**src/rtl/reduce_val_dropper_if.sv**
```systemverilog
// rtl/reduce_val_dropper_if.sv - token stream bundle between reduce, the dropper and downstream
interface reduce_val_dropper_if;
  logic [16:0] data_in;
  logic        data_in_valid;
  logic        data_in_ready;
  logic [16:0] data_out;
  logic        data_out_valid;
  logic        data_out_ready;

  modport master (
    output data_in, data_in_valid, data_out_ready,
    input  data_in_ready, data_out, data_out_valid
  );

  modport slave (
    input  data_in, data_in_valid, data_out_ready,
    output data_in_ready, data_out, data_out_valid
  );
endinterface

```
**src/rtl/reduce_val_dropper.sv**
```systemverilog
// rtl/reduce_val_dropper.sv - drops reduce data tokens equal to drop_value, forwards control tokens via a small FIFO
module reduce_val_dropper #(
  parameter int DEPTH = 2,
  parameter int CNT_W = 16
) (
  input  logic               clk,
  input  logic               rst,
  input  logic               clk_en,
  input  logic               tile_en,
  input  logic               flush,
  input  logic [15:0]        drop_value,
  reduce_val_dropper_if.slave bus,
  output logic [CNT_W-1:0]   passed_count,
  output logic [CNT_W-1:0]   dropped_count,
  output logic               done_seen
);

  localparam int AW = (DEPTH > 1) ? $clog2(DEPTH) : 1;
  localparam logic [AW:0] FULL = (AW+1)'(DEPTH);

  typedef enum logic [1:0] {IDLE = 2'd0, RUN = 2'd1, DONE = 2'd2} state_t;

  state_t        state;
  state_t        state_n;
  logic [16:0]   mem [DEPTH];
  logic [AW-1:0] wr_ptr;
  logic [AW-1:0] rd_ptr;
  logic [AW:0]   count;

  logic is_ctrl;
  logic is_done;
  logic is_drop;
  logic in_ready;
  logic out_valid;
  logic hs;
  logic push;
  logic pop;

  // Ready depends only on registered state, never on the token or on data_out_ready.
  always_comb begin
    is_ctrl   = bus.data_in[16];
    is_done   = is_ctrl && (bus.data_in[9:8] == 2'b01);
    is_drop   = !is_ctrl && (bus.data_in[15:0] == drop_value);
    in_ready  = clk_en && tile_en && (state == RUN) && (count < FULL);
    out_valid = clk_en && (count != '0);
    hs        = in_ready && bus.data_in_valid;
    push      = hs && !is_drop;
    pop       = out_valid && bus.data_out_ready;
  end

  assign bus.data_in_ready  = in_ready;
  assign bus.data_out_valid = out_valid;
  assign bus.data_out       = mem[rd_ptr];

  always_ff @(posedge clk) begin
    if (rst) state <= IDLE;
    else     state <= state_n;
  end

  // flush is a soft clear that wins over clk_en; everything else freezes when clk_en is low.
  always_comb begin
    state_n = state;
    if (flush) begin
      state_n = tile_en ? RUN : IDLE;
    end else if (clk_en) begin
      if (!tile_en) begin
        state_n = IDLE;
      end else begin
        case (state)
          IDLE:    state_n = RUN;
          RUN:     if (hs && is_done) state_n = DONE;
          DONE:    state_n = DONE;
          default: state_n = IDLE;
        endcase
      end
    end
  end

  always_ff @(posedge clk) begin
    if (rst) begin
      wr_ptr        <= '0;
      rd_ptr        <= '0;
      count         <= '0;
      passed_count  <= '0;
      dropped_count <= '0;
      done_seen     <= 1'b0;
      for (int i = 0; i < DEPTH; i++) mem[i] <= '0;
    end else if (flush) begin
      wr_ptr        <= '0;
      rd_ptr        <= '0;
      count         <= '0;
      passed_count  <= '0;
      dropped_count <= '0;
      done_seen     <= 1'b0;
    end else begin
      if (push) begin
        mem[wr_ptr] <= bus.data_in;
        wr_ptr      <= wr_ptr + 1'b1;
      end
      if (pop) rd_ptr <= rd_ptr + 1'b1;
      case ({push, pop})
        2'b10:   count <= count + 1'b1;
        2'b01:   count <= count - 1'b1;
        default: ;
      endcase
      // Counters stick at all-ones rather than wrapping.
      if (hs && !is_ctrl) begin
        if (is_drop) begin
          if (dropped_count != '1) dropped_count <= dropped_count + 1'b1;
        end else begin
          if (passed_count != '1) passed_count <= passed_count + 1'b1;
        end
      end
      if (hs && is_done) done_seen <= 1'b1;
    end
  end

endmodule

```
**src/flat_wrapper.sv**
```systemverilog
// flat-port wrapper written by rule: the top's interface ports become plain ports
module reduce_val_dropper_flat 
#(
  parameter int DEPTH = 2,
  parameter int CNT_W = 16
)
  (clk, rst, clk_en, tile_en, flush, drop_value, passed_count, dropped_count, done_seen, bus_data_in, bus_data_in_valid, bus_data_out_ready, bus_data_in_ready, bus_data_out, bus_data_out_valid);
  reduce_val_dropper_if bus_i ();
  input  logic clk;
  input  logic rst;
  input  logic clk_en;
  input  logic tile_en;
  input  logic flush;
  input  logic [15:0] drop_value;
  output logic [CNT_W-1:0] passed_count;
  output logic [CNT_W-1:0] dropped_count;
  output logic done_seen;
  input wire logic [$bits(bus_i.data_in)-1:0] bus_data_in;
  input wire logic [$bits(bus_i.data_in_valid)-1:0] bus_data_in_valid;
  input wire logic [$bits(bus_i.data_out_ready)-1:0] bus_data_out_ready;
  output wire logic [$bits(bus_i.data_in_ready)-1:0] bus_data_in_ready;
  output wire logic [$bits(bus_i.data_out)-1:0] bus_data_out;
  output wire logic [$bits(bus_i.data_out_valid)-1:0] bus_data_out_valid;
  assign bus_i.data_in = bus_data_in;
  assign bus_i.data_in_valid = bus_data_in_valid;
  assign bus_i.data_out_ready = bus_data_out_ready;
  assign bus_data_in_ready = bus_i.data_in_ready;
  assign bus_data_out = bus_i.data_out;
  assign bus_data_out_valid = bus_i.data_out_valid;
  reduce_val_dropper #(.DEPTH(DEPTH), .CNT_W(CNT_W)) u_core (.clk(clk), .rst(rst), .clk_en(clk_en), .tile_en(tile_en), .flush(flush), .drop_value(drop_value), .bus(bus_i), .passed_count(passed_count), .dropped_count(dropped_count), .done_seen(done_seen));
endmodule
```
**config.mk**
```make
export PLATFORM = sky130hd
export DESIGN_NAME = reduce_val_dropper_flat
export DESIGN_NICKNAME = d
export VERILOG_FILES = /design/src/rtl/reduce_val_dropper_if.sv /design/src/rtl/reduce_val_dropper.sv /design/src/flat_wrapper.sv
export SDC_FILE = /design/constraint.sdc
export NUM_CORES = 1
export LEC_CHECK = 0
export ABC_AREA = 1
export CAP_MARGIN = 30
export CORE_AREA = 2 2 100 102
export DETAILED_ROUTE_END_ITERATION = 6
export DIE_AREA = 0 0 102 104
export PLACE_DENSITY_LB_ADDON = 0.25
export REMOVE_ABC_BUFFERS = 1
export SLEW_MARGIN = 20
export SYNTH_ARGS = -nofsm -noshare
export SYNTH_HDL_FRONTEND = slang
export SYNTH_SLANG_ARGS = --single-unit
```
**constraint.sdc**
```tcl
create_clock -name clk -period 2.2 [get_ports clk]
set_input_delay 0.22 -clock clk [delete_from_list [all_inputs] [get_ports clk]]
set_output_delay 0.22 -clock clk [all_outputs]
set_load 0.02 [all_outputs]
```
-- Word level (Yosys, flattened, before mapping)
Memory sizes are Yosys's and may differ from the RTL's. A register that Yosys moved wholly into a read port is not among the register bits.
Index checks and enable logic that the tools add are counted.
- add/sub/neg operators: 6
- order comparisons: 1
- equality and inequality tests: 9
- muxes and demuxes: 18
- bitwise operators: 1
- reduce and logical (&&, ||, !) cells: 22
- operator list (kind ; count):
    16-bit by 1-bit adder with 16-bit output, second input constant ; 2
    16-bit inequality test, second input constant ; 2
    17-bit 2-to-1 mux ; 1
    17-bit OR reduction ; 1
    16-bit equality test ; 1
    1-bit logical AND ; 11
    1-bit 2-to-1 mux ; 11
    2-bit 2-to-1 mux ; 4
    2-bit by 1-bit equality test with 1-bit output, second input constant ; 3
    2-bit case mux with 3 select lines ; 1
    3-bit AND reduction ; 2
    2-bit nonzero test ; 3
    2-bit equality test, second input constant ; 2
    4-bit inequality test, second input constant ; 1
    2-bit case mux with 2 select lines ; 1
    1-bit adder, second input constant ; 2
    2-bit by 1-bit adder with 2-bit output, second input constant ; 1
    1-bit zero test ; 2
    2-bit zero test ; 1
    2-bit < comparator, second input constant ; 1
    2-bit AND reduction ; 1
    2-bit OR reduction ; 1
    2-bit by 1-bit subtractor with 2-bit output, second input constant ; 1
    1-bit NOT ; 1
- bits in registers: 39
- bits in writable memories: 34
- input bits: 40
- output and inout port bits: 52
- word-level logic and storage cells: 65
- memories kept: 1
- memory list (memory ; words ; width ; rd ports ; clocked after Yosys merged registers in ; wr ports ; RTL line ; text):
    u_core.mem ; 2 ; 17 ; 1 ; 1 ; 2 ; reduce_val_dropper.sv:25 ; logic [16:0] mem [DEPTH];

-- Logic depth before layout (Yosys ltp)
Gate-level depths: netlist (run 1).
- word-level depth: 11
- gate-level depth with buffers: 13
- depth with buffers taken out: 13

-- Least setup slack after synthesis (run 1)
OpenSTA, ideal clock, no wires.
- path kind: reg-to-reg
- from: reg u_core.state[1]
- to: mem u_core.mem[1][0], enable pin
- setup time: 0.373 ns
- data arrival time: 1.761 ns
- setup slack: 0.065 ns
- stages on the path, launching flop included: 10
- clock period less this slack: 2.135 ns
- cells stage by stage: dfxtp_1 -> inv_1 -> ha_1 -> nand2_1 -> nor3b_1 -> nand2_2 -> inv_2 -> nand3_4 -> buf_4 -> nand2_1
- RTL lines (item ; RTL line ; text):
    start, declared ; reduce_val_dropper.sv:23 ; state_t state;
    start signal, assigned ; reduce_val_dropper.sv:57 ; else state <= state_n;
    end, declared ; reduce_val_dropper.sv:25 ;

==> summary.md, run 1 <==
| Metric | Value |
|---|---|
| Final Setup Violations | `0` |
| Core footprint | `9550 um^2` |
| Drt initial violations | `117` |
| CP top delay family | `buffers and inverters` |
| Pwr Total | `2.74 mW` |
| CP Capture Type | `output pin` |
| Static Leakage | `2.23 nW` |
| Clock Path Buffers | `2` |
| Yosys warning total | `0` |
| CP Max Fanout | `17` |
| Buf/Inv on CP | `2` |
| Initial antenna violation count | `0` |
| CTS Hold Buffers Added | `0` |
| Final hold slack | `478 ps` |
| Layout area overhead | `31.5%` |
| Cell area after synthesis | `4270 um^2` |
| Site Rows | `36` |
| Flip-flop and latch count after synthesis | `74` |
| Number of H-tree levels | `3` |
| Clk_skew | `9.59 ps` |
| Vias/cell | `4.89` |
| First-pass GRT wire length | `16.0 mm` |
| Gate Count Post-Synth | `547` |
| I/O Buffers | `91` |
| ANT nets after route | `0` |
| DR DRC count | `0` |
| Most common cell after layout, fill and taps aside | `nand2_1` |
| Overall Global Routing Usage | `18.5%` |
| Detailed Route WL | `9.97 mm` |
| Final Slew Violations | `0` |
| GR Overflow Total | `0` |
| Worst path slowest cell | `clkdlybuf4s50_1` |
| Top Ports | `92` |
| Most frequent cells in the layout | `nand2_1, nor2_1, clkdlybuf4s50_1` |
| RSZ-0062 raised after global routing | `false` |
| Outcome | `complete, no violations` |
| Setup CP Type | `flop to output pin` |
| Period minus WS final | `2070 ps` |
| Share of cells above drive strength 1 | `16.3%` |
| CP arrival | `1850 ps` |
| Vias in the first global route | `3564` |
| Ant. Diodes | `0` |
| Max_slew headroom | `74.3%` |
| Period Utilization, post-route | `94.0%` |
| Die area | `10600 um^2` |
| Die X | `102 um` |
| Post-CTS sizing | `0` |
| Post-route setup TNS | `0 ps` |
| Num CTS Buffers | `9` |
| Yosys cell types | `34` |
| Worst vdd ir | `0.279 mV` |
| Highest clock rate | `0.484 GHz` |
| Die Ht | `104 um` |
| Hold/Removal Path Class | `flop to flop` |
| Startpoint Class | `flop` |
| CTS tree | `built` |
| Final Hold Vio Count | `0` |
| CP max stage delay | `550 ps` |
| Clock Pin Slew Worst Setup and Hold Paths | `90 ps` |
| Power Density | `488 nW/um^2` |
| Setup bufs post-CTS | `0` |
| Largest net degree at the start of global routing | `25` |
| Register area share after synthesis | `42.6%` |
| Max-cap violation count | `0` |
| Clock net sink count | `74` |
| HPWL after DPL | `7.20 mm` |
| GP Congestion | `0.891` |
| DRT Pass-1 Iters | `4` |
| Critical path cell sequence | `buf_4 -> mux2_2 -> clkdlybuf4s50_1` |
| Drt wl/cell | `12.6 um` |
| Starting density of the core | `44.7%` |
| NumNets Final | `696` |
| Slew @ Worst Pin | `384 ps` |
| Vias | `3856` |
| Final Util | `58.8%` |
| CTS root buf | `clkbuf_8` |
| Worst EP required | `1980 ps` |
| Clk_lat worst skew | `350 ps` |
| Syn avg cell area | `7.81 um^2` |
## report_power, final
part	total (mW)	switching [mW]	internal, mW	leakage [nW]
clock	0.993	0.564	0.429	0.0925
combinational	0.283	0.142	0.141	1.47
sequential	1.46	0.00734	1.46	0.673
total	2.74	0.714	2.03	2.23
## routing by layer
layer	wire length [um]	vias up	track usage (%)	part of all wire [%]
met2	4770	97	30.5	48
met5	0	-	0	0
met3	428	12	3.16	4.3
li1	-	1965	-	-
met4	123	0	6.48	1.2
met1	4650	1782	24.2	47
## cell type report
| type | count | area, um^2 |
|---|---|---|
| Multi-Input combinational cell | 386 | 2080 |
| Sequential cell | 74 | 1820 |
| Inverter | 70 | 263 |
| Fill cell | 904 | 3930 |
| Clock buffer | 9 | 124 |
| Timing Repair Buffer | 110 | 1100 |
| Tap cell | 133 | 166 |
| Clock inverter | 7 | 58.8 |
## synthesized netlist by cell type
master	number	area, um^2
nand2_1	125	469
nor2_1	95	357
inv_1	57	214
dfxtp_1	40	801
edfxtp_1	34	1020
nand4_1	33	206
nand3_1	24	120
mux2_2	17	191
a21oi_1	15	75.1
inv_2	13	48.8
nand2_2	13	81.3
xnor2_1	11	96.3
xor2_1	10	87.6
a21oi_2	9	78.8
clkbuf_1	6	22.5
nor2_2	6	37.5
nor2_4	6	67.6
ha_1	5	62.6
buf_4	4	30.0
buf_2	3	15.0
nand3_2	3	30.0
o21ai_0	3	15.0
and2_1	2	12.5
buf_1	2	7.51
nand3b_1	2	15.0
buf_12	1	20.0
buf_6	1	11.3
nand2_4	1	11.3
nand3_4	1	17.5
nand4_4	1	21.3
nor3_1	1	5.00
nor3_2	1	10.0
nor3b_1	1	7.51
or2_2	1	6.26
## cell families (layout without fill, tap and decap cells)
logic type	count (synthesis)	in the layout	synth area share (%)
AND/OR/NAND/NOR	316	316	34.5
AO/OA/AOI/OAI	27	27	3.95
buffers and inverters	87	196	8.64
adder cells (fa/ha/maj)	5	5	1.46
multiplexers	17	17	4.48
XOR/XNOR	21	21	4.30
flip-flops	74	74	42.6
## metrics by stage
stage / instance area [um^2] / setup WS, ps / instances
floorplan: 4170 / -123 / 530
global placement: 5440 / 56.0 / 773
detailed placement: 5440 / -0.724 / 773
CTS: 5620 / 104 / 789
global route: 5620 / 65.1 / 789
finish: 5620 / 133 / 789
## sequential cells by signal (all words and copies together), names as in the netlist, named ones only
register,cells
u_core.count,2
u_core.done_seen,1
u_core.dropped_count,16
u_core.mem,34
u_core.passed_count,16
u_core.rd_ptr,1
u_core.state,2
u_core.wr_ptr,1
## worst register-to-register path, stage by stage, from the launching register on
cell	delay (ps)
dfxtp_1	320
inv_1	80
ha_1	180
nand2_1	90
nor3b_1	210
buf_4	150
nand2_2	70
ha_1	300
a21oi_1	110
o21ai_0	110
o21ai_0	160
a21oi_1	50
## final timing paths
path                    from              end  slack (ps)  depth (start not counted)
max                     flop  bus_data_out[8]         130                          3
min          u_core.state[1]  u_core.state[1]         480                          2
max reg2reg  u_core.state[1]  u_core.count[1]         250                         11
min reg2reg  u_core.state[1]  u_core.state[1]         480                          2
Power figures use the tool's default switching activity.
==> run 2, diff against run 1 <==
--- a/config.mk
+++ b/config.mk
@@ -7,9 +7,10 @@
 export LEC_CHECK = 0
 export ABC_AREA = 1
 export CAP_MARGIN = 30
-export CORE_AREA = 2 2 100 102
+export CORE_AREA = 4 4 102 104
+export CTS_CLUSTER_SIZE = 40
 export DETAILED_ROUTE_END_ITERATION = 6
-export DIE_AREA = 0 0 102 104
+export DIE_AREA = 0 0 106 108
 export PLACE_DENSITY_LB_ADDON = 0.25
 export REMOVE_ABC_BUFFERS = 1
 export SLEW_MARGIN = 20
==> run 2 against run 1 <==
- final cell count stayed put
- total power up 7.0%
- non-clock buffer count unchanged
==> summary.md, run 2 (synthesis gave the netlist of run 1 again) <==
| Metric | Value |
|---|---|
| CTS tree | `built (unchanged)` |
| Psw | `0.692 mW (was 0.714 mW)` |
| Max reg flops | `34 (unchanged)` |
| Detailed Route WL | `10.6 mm (was 9.97 mm)` |
| Worst EP required | `1980 ps (about the same)` |
| Combinational cell fraction of total power | `9.8% (was 10.3%)` |
| Die Ht | `108 um (was 104 um)` |
| Vias in the first global route | `3916 (was 3564)` |
| Placed inst area | `5420 um^2 (was 5440 um^2)` |
| CTS Hold Buffers Added | `0 (unchanged)` |
| Most frequent cells in the layout | `nand2_1, nor2_1, clkdlybuf4s50_1 (unchanged)` |
| Vias/cell | `5.00 (was 4.89)` |
| Slew @ Worst Pin | `363 ps (was 384 ps)` |
| Final Slew Violations | `0 (unchanged)` |
| Die area | `11400 um^2 (was 10600 um^2)` |
| Max_slew headroom | `75.8% (was 74.3%)` |
| Site Rows | `36 (unchanged)` |
| Power Density | `520 nW/um^2 (was 488 nW/um^2)` |
| Period minus WS final | `2090 ps (was 2070 ps)` |
| Core footprint | `9550 um^2 (unchanged)` |
| RSZ-0062 raised after global routing | `false (unchanged)` |
| Num CTS Buffers | `9 (unchanged)` |
| Sequential Area | `1820 um^2 (unchanged)` |
| Static Leakage | `2.24 nW (was 2.23 nW)` |
| Final Setup Violations | `0 (unchanged)` |
| Clock power frac | `40.3% (was 36.2%)` |
| Setup CP Type | `flop to output pin (unchanged)` |
| Clk_lat worst skew | `350 ps (about the same)` |
| Overall Global Routing Usage | `19.2% (was 18.5%)` |
| Drt wl/cell | `13.5 um (was 12.6 um)` |
| Pwr Total | `2.93 mW (was 2.74 mW)` |
| Most common cell after layout, fill and taps aside | `nand2_1 (unchanged)` |
| Layout area overhead | `32.0% (was 31.5%)` |
| CTS root buf | `clkbuf_8 (unchanged)` |
| Top Ports | `92 (unchanged)` |
| ANT nets after route | `0 (unchanged)` |
| Outcome | `complete, no violations (unchanged)` |
| Final instance area | `5640 um^2 (was 5620 um^2)` |
| Clk_skew | `10.8 ps (was 9.59 ps)` |
| DR DRC count | `0 (unchanged)` |
| Critical path cell sequence | `buf_4 -> mux2_2 -> clkdlybuf4s50_1 (unchanged)` |
| Startpoint Class | `flop (unchanged)` |
| CP Max Fanout | `17 (unchanged)` |
| Ant. Diodes | `0 (unchanged)` |
| GP Congestion | `0.890 (was 0.891)` |
| Clock Pin Slew Worst Setup and Hold Paths | `90 ps (about the same)` |
| Clock net sink count | `74 (unchanged)` |
| Die X | `106 um (was 102 um)` |
| Clock Path Buffers | `2 (unchanged)` |
| Starting density of the core | `44.7% (unchanged)` |
| Int Pwr | `2.24 mW (was 2.03 mW)` |
| Highest clock rate | `0.478 GHz (was 0.484 GHz)` |
| Vias | `3948 (was 3856)` |
| Period Utilization, post-route | `95.1% (was 94.0%)` |
| CP max stage delay | `560 ps (was 550 ps)` |
| Fillers | `884 (was 904)` |
| Largest regs | `u_core.mem x34, u_core.dropped_count x16, u_core.passed_count x16 (unchanged)` |
| I/O Buffers | `91 (unchanged)` |
| CP arrival | `1870 ps (was 1850 ps)` |
| CP Capture Type | `output pin (unchanged)` |
| First-pass GRT wire length | `18.0 mm (was 16.0 mm)` |
| Number of H-tree levels | `3 (unchanged)` |
| Worst vdd ir | `0.277 mV (was 0.279 mV)` |
| Sw Share | `23.6% (was 26.0%)` |
| NumNets Final | `696 (unchanged)` |
| Hold/Removal Path Class | `flop to flop (unchanged)` |
| Largest net degree at the start of global routing | `25 (unchanged)` |
| DP Worst Slack | `-28.2 ps (was -0.724 ps)` |
| HPWL after DPL | `7.63 mm (was 7.20 mm)` |
| Final Hold Vio Count | `0 (unchanged)` |
| Setup bufs post-CTS | `0 (unchanged)` |
| Drt initial violations | `137 (was 117)` |
| Post-CTS sizing | `0 (unchanged)` |
| Reg power frac | `49.9% (was 53.4%)` |
| DRT Pass-1 Iters | `5 (was 4)` |
| Initial antenna violation count | `0 (unchanged)` |
| Worst path slowest cell | `clkdlybuf4s50_1 (unchanged)` |
| Largest Register | `u_core.mem (unchanged)` |
| Multi-input logic area | `2080 um^2 (unchanged)` |
| Share of cells above drive strength 1 | `16.2% (was 16.3%)` |
| Max-cap violation count | `0 (unchanged)` |
| Setup WS post-layout | `108 ps (was 133 ps)` |
| GR Overflow Total | `0 (unchanged)` |
[run 2: changes by cell type in the layout (fill, tap and decap cells not counted)]
cell | previous run | this run
bufinv_16 | 0 | 2
inv_6 | 3 | 1
clkbuf_1 | 0 | 1
buf_12 | 4 | 3
inv_8 | 1 | 0
buf_4 | 15 | 16
[run 2: critical path, delay by kind of cell (launching register included)]
family	cells	cell delay, ps
buffers and inverters	2	820
DFF	1	320
muxes	1	380
[run 2: power groups by stage]
stage | Sequential (mW) | Clock (mW) | Combinational (mW)
floorplan | 1.50 | 0 | 0.127
global placement | 1.50 | 0 | 0.280
detailed placement | 1.50 | 0 | 0.287
CTS | 1.46 | 1.21 | 0.289
global route | 1.47 | 1.26 | 0.311
finish | 1.46 | 1.18 | 0.287
[run 2: final timing paths]
kind | slack (ps) | end | depth (start not counted) | startpoint
worst max-delay path | 110 | bus_data_out[13] | 3 | flop
worst max register to register | 240 | u_core.count[1] | 11 | u_core.state[1]
worst min-delay path | 470 | u_core.state[1] | 2 | u_core.state[1]
worst min register to register | 470 | u_core.state[1] | 2 | u_core.state[1]
[run 2: cell type report]
class,count,area share (%)
multi-input cells,386,36.9
flip-flops and latches,74,32.3
repair buffers,110,19.3
inverters,70,4.66
well taps,133,2.95
clock buffers,10,2.26
clock inverters,6,1.60
[run 2: layer usage]
metal / vias up / global-route usage [%] / share of wire, %
li1: 1962 / - / -
met3: 22 / 4.36 / 6.6
met4: 0 / 6.29 / 1.2
met5: - / 0 / 0
met1: 1818 / 24.6 / 45
met2: 146 / 32.2 / 48
[run 2: stage by stage]
stage	hold slack [ps]	util, %	TNS (ps)	cells
3_5_place_dp	458	56.8	-28.2	773
4_1_cts	468	59.1	0	789
6_report	470	59.1	0	789
3_3_place_gp	453	56.8	0	773
5_1_grt	512	59.1	0	789
2_1_floorplan	289	-	-2090	530
==> run 3, diff against run 2 <==
--- a/config.mk
+++ b/config.mk
@@ -6,12 +6,12 @@
 export NUM_CORES = 1
 export LEC_CHECK = 0
 export ABC_AREA = 1
+export ABC_CLOCK_PERIOD_IN_PS = 2200
 export CAP_MARGIN = 30
-export CORE_AREA = 4 4 102 104
+export CORE_AREA = 4 4 116 118
 export CTS_CLUSTER_SIZE = 40
 export DETAILED_ROUTE_END_ITERATION = 6
-export DIE_AREA = 0 0 106 108
-export PLACE_DENSITY_LB_ADDON = 0.25
+export DIE_AREA = 0 0 120 122
 export REMOVE_ABC_BUFFERS = 1
 export SLEW_MARGIN = 20
 export SYNTH_ARGS = -nofsm -noshare
==> run 3 against run 2 <==
- non-clock buffer count increased by 2
- final cell count increased by 5.2%
- wire length increased by 1.9%
- flip-flop and latch count unchanged
- die area increased by 28%
- global-route usage decreased by 3.7 points
- clock skew decreased by 8.2 ps
- critical path depth unchanged
- setup slack improved by 30 ps
- total power increased by 4.2%
- critical path type unchanged
- critical endpoint is now bus_data_out[15]
==> summary.md, run 3 (synthesis gave the netlist of run 1 again) <==
| Metric | Value |
|---|---|
| Largest regs | `u_core.mem x34, u_core.dropped_count x16, u_core.passed_count x16 (unchanged)` |
| Hold/Removal Path Class | `flop to flop (unchanged)` |
| Largest Register | `u_core.mem (unchanged)` |
| Num CTS Buffers | `9 (unchanged)` |
| CTS tree | `built (unchanged)` |
| Initial antenna violation count | `0 (unchanged)` |
| Largest net degree at the start of global routing | `25 (unchanged)` |
| Most frequent cells in the layout | `nand2_1, nor2_1, clkdlybuf4s50_1 (unchanged)` |
| Clk_skew | `2.64 ps (was 10.8 ps)` |
| Final Slew Violations | `0 (unchanged)` |
| Vias in the first global route | `3890 (was 3916)` |
| Die X | `120 um (was 106 um)` |
| Max_slew headroom | `75.3% (was 75.8%)` |
| Vias/cell | `4.68 (was 5.00)` |
| Core footprint | `12500 um^2 (was 9550 um^2)` |
| Max-cap violation count | `0 (unchanged)` |
| Outcome | `complete, no violations (unchanged)` |
| Max reg flops | `34 (unchanged)` |
| GR Util met3 | `3.95% (was 4.36%)` |
| GR Util met1 | `18.8% (was 24.6%)` |
| Hold Path End | `u_core.state[1] (unchanged)` |
| R2r endpoint | `u_core.count[1] (unchanged)` |
| Final Setup Violations | `0 (unchanged)` |
| CP Capture Type | `output pin (unchanged)` |
| Site Rows | `41 (was 36)` |
| GR peak layer | `met2 (unchanged)` |
| Clock Path Buffers | `2 (unchanged)` |
| Clock net sink count | `74 (unchanged)` |
| Drt initial violations | `179 (was 137)` |
| Top Ports | `92 (unchanged)` |
| CP Max Fanout | `17 (unchanged)` |
| Highest clock rate | `0.485 GHz (was 0.478 GHz)` |
| Setup CP Type | `flop to output pin (unchanged)` |
| Period minus WS final | `2060 ps (was 2090 ps)` |
| Most common cell after layout, fill and taps aside | `nand2_1 (unchanged)` |
| Post-route setup TNS | `0 ps (unchanged)` |
| Starting density of the core | `34.3% (was 44.7%)` |
| Detailed Route WL | `10.8 mm (was 10.6 mm)` |
| ANT nets after route | `0 (unchanged)` |
| Layout area overhead | `34.6% (was 32.0%)` |
| Clk_lat worst skew | `330 ps (was 350 ps)` |
| Power Density | `532 nW/um^2 (was 520 nW/um^2)` |
| WHS Path Cells | `2 (unchanged)` |
| DP Worst Slack | `-35.1 ps (was -28.2 ps)` |
| Setup WS post-layout | `139 ps (was 108 ps)` |
| R2R setup slack | `260 ps (was 240 ps)` |
| DRT Pass-1 Iters | `5 (unchanged)` |
| Worst min-delay path startpoint | `u_core.state[1] (unchanged)` |
| GP Congestion | `0.812 (was 0.890)` |
| Drt wl/cell | `13.1 um (was 13.5 um)` |
| Worst EP required | `1980 ps (about the same)` |
| Setup bufs post-CTS | `0 (unchanged)` |
| Slew @ Worst Pin | `370 ps (was 363 ps)` |
| CTS root buf | `clkbuf_16 (was clkbuf_8)` |
| CP arrival | `1840 ps (was 1870 ps)` |
| NumNets Final | `698 (was 696)` |
| GR Util met2 | `26.5% (was 32.2%)` |
| CTS Hold Buffers Added | `0 (unchanged)` |
| Worst vdd ir | `0.278 mV (was 0.277 mV)` |
| DR DRC count | `0 (unchanged)` |
| Static Leakage | `2.27 nW (was 2.24 nW)` |
| Overall Global Routing Usage | `15.4% (was 19.2%)` |
| Die Ht | `122 um (was 108 um)` |
| Startpoint Class | `flop (unchanged)` |
| First-pass GRT wire length | `18.4 mm (was 18.0 mm)` |
| FF-to-FF Start | `u_core.state[1] (unchanged)` |
| I/O Buffers | `91 (unchanged)` |
| HPWL after DPL | `7.83 mm (was 7.63 mm)` |
| Period Utilization, post-route | `93.7% (was 95.1%)` |
| RSZ-0062 raised after global routing | `false (unchanged)` |
| Post-CTS sizing | `0 (unchanged)` |
| Clock Pin Slew Worst Setup and Hold Paths | `50 ps (was 90 ps)` |
| Die area | `14600 um^2 (was 11400 um^2)` |
| Worst Reg-to-Reg Cells | `11 (unchanged)` |
| Vias | `3886 (was 3948)` |
| Final Hold Vio Count | `0 (unchanged)` |
| Ant. Diodes | `0 (unchanged)` |
| GR Overflow Total | `0 (unchanged)` |
| Share of cells above drive strength 1 | `16.1% (was 16.2%)` |
| Number of H-tree levels | `3 (unchanged)` |
[run 3: cell types whose count changed in the layout (fill, tap and decap cells not counted), sizes merged]
| cell | previous run | this run |
|---|---|---|
| buf | 19 | 21 |
| bufinv | 2 | 0 |
| clkbuf | 10 | 12 |
| clkinv | 2 | 3 |
| inv | 71 | 70 |
[run 3: metal layers]
| metal | part of all wire (%) | wire, um |
|---|---|---|
| met3 | 5.5 | 592 |
| met4 | 1.6 | 174 |
| met1 | 46 | 4990 |
| met5 | 0 | 0 |
| met2 | 47 | 5080 |
[run 3: worst max path at each step]
stage               cells past startpoint             from                to  slack, ps
floorplan                               5            flush  u_core.mem[0][0]       -120
detailed placement                     14   bus_data_in[5]   u_core.count[1]        -40
global route                           11  u_core.state[1]   u_core.count[1]         10
CTS                                     3             flop   bus_data_out[2]        120
global placement                       14   bus_data_in[3]   u_core.count[1]         50
finish                                  3             flop  bus_data_out[15]        140
[run 3: power breakdown]
part / switching [mW] / total, mW / internal [mW]
Clock: 0.546 / 1.30 / 0.756
Sequential: 0.00719 / 1.47 / 1.46
Combinational: 0.145 / 0.288 / 0.143
[run 3: layout make-up]
cell class	count	area (um^2)
inverters	70	263
clock inverters	4	21.3
well taps	172	215
repair buffers	112	1110
fillers	1232	6720
flip-flops and latches	74	1820
clock buffers	12	236
multi-input cells	386	2090
[run 3: worst max-delay path, cell delays in order (launching register included)]
cell	delay, ps
dfxtp_1	300
buf_4	260
mux2_2	380
clkdlybuf4s50_1	550
[run 3: stage by stage]
step	hold WS (ps)	cells	total power, mW	util (%)	area (um^2)
after floorplan	289	530	1.62	-	4170
after global placement	450	814	1.78	44.0	5490
after detailed placement	459	814	1.78	44.0	5490
after CTS	469	830	3.10	46.1	5750
after global routing	500	830	3.19	46.1	5750
final	467	830	3.06	46.1	5750
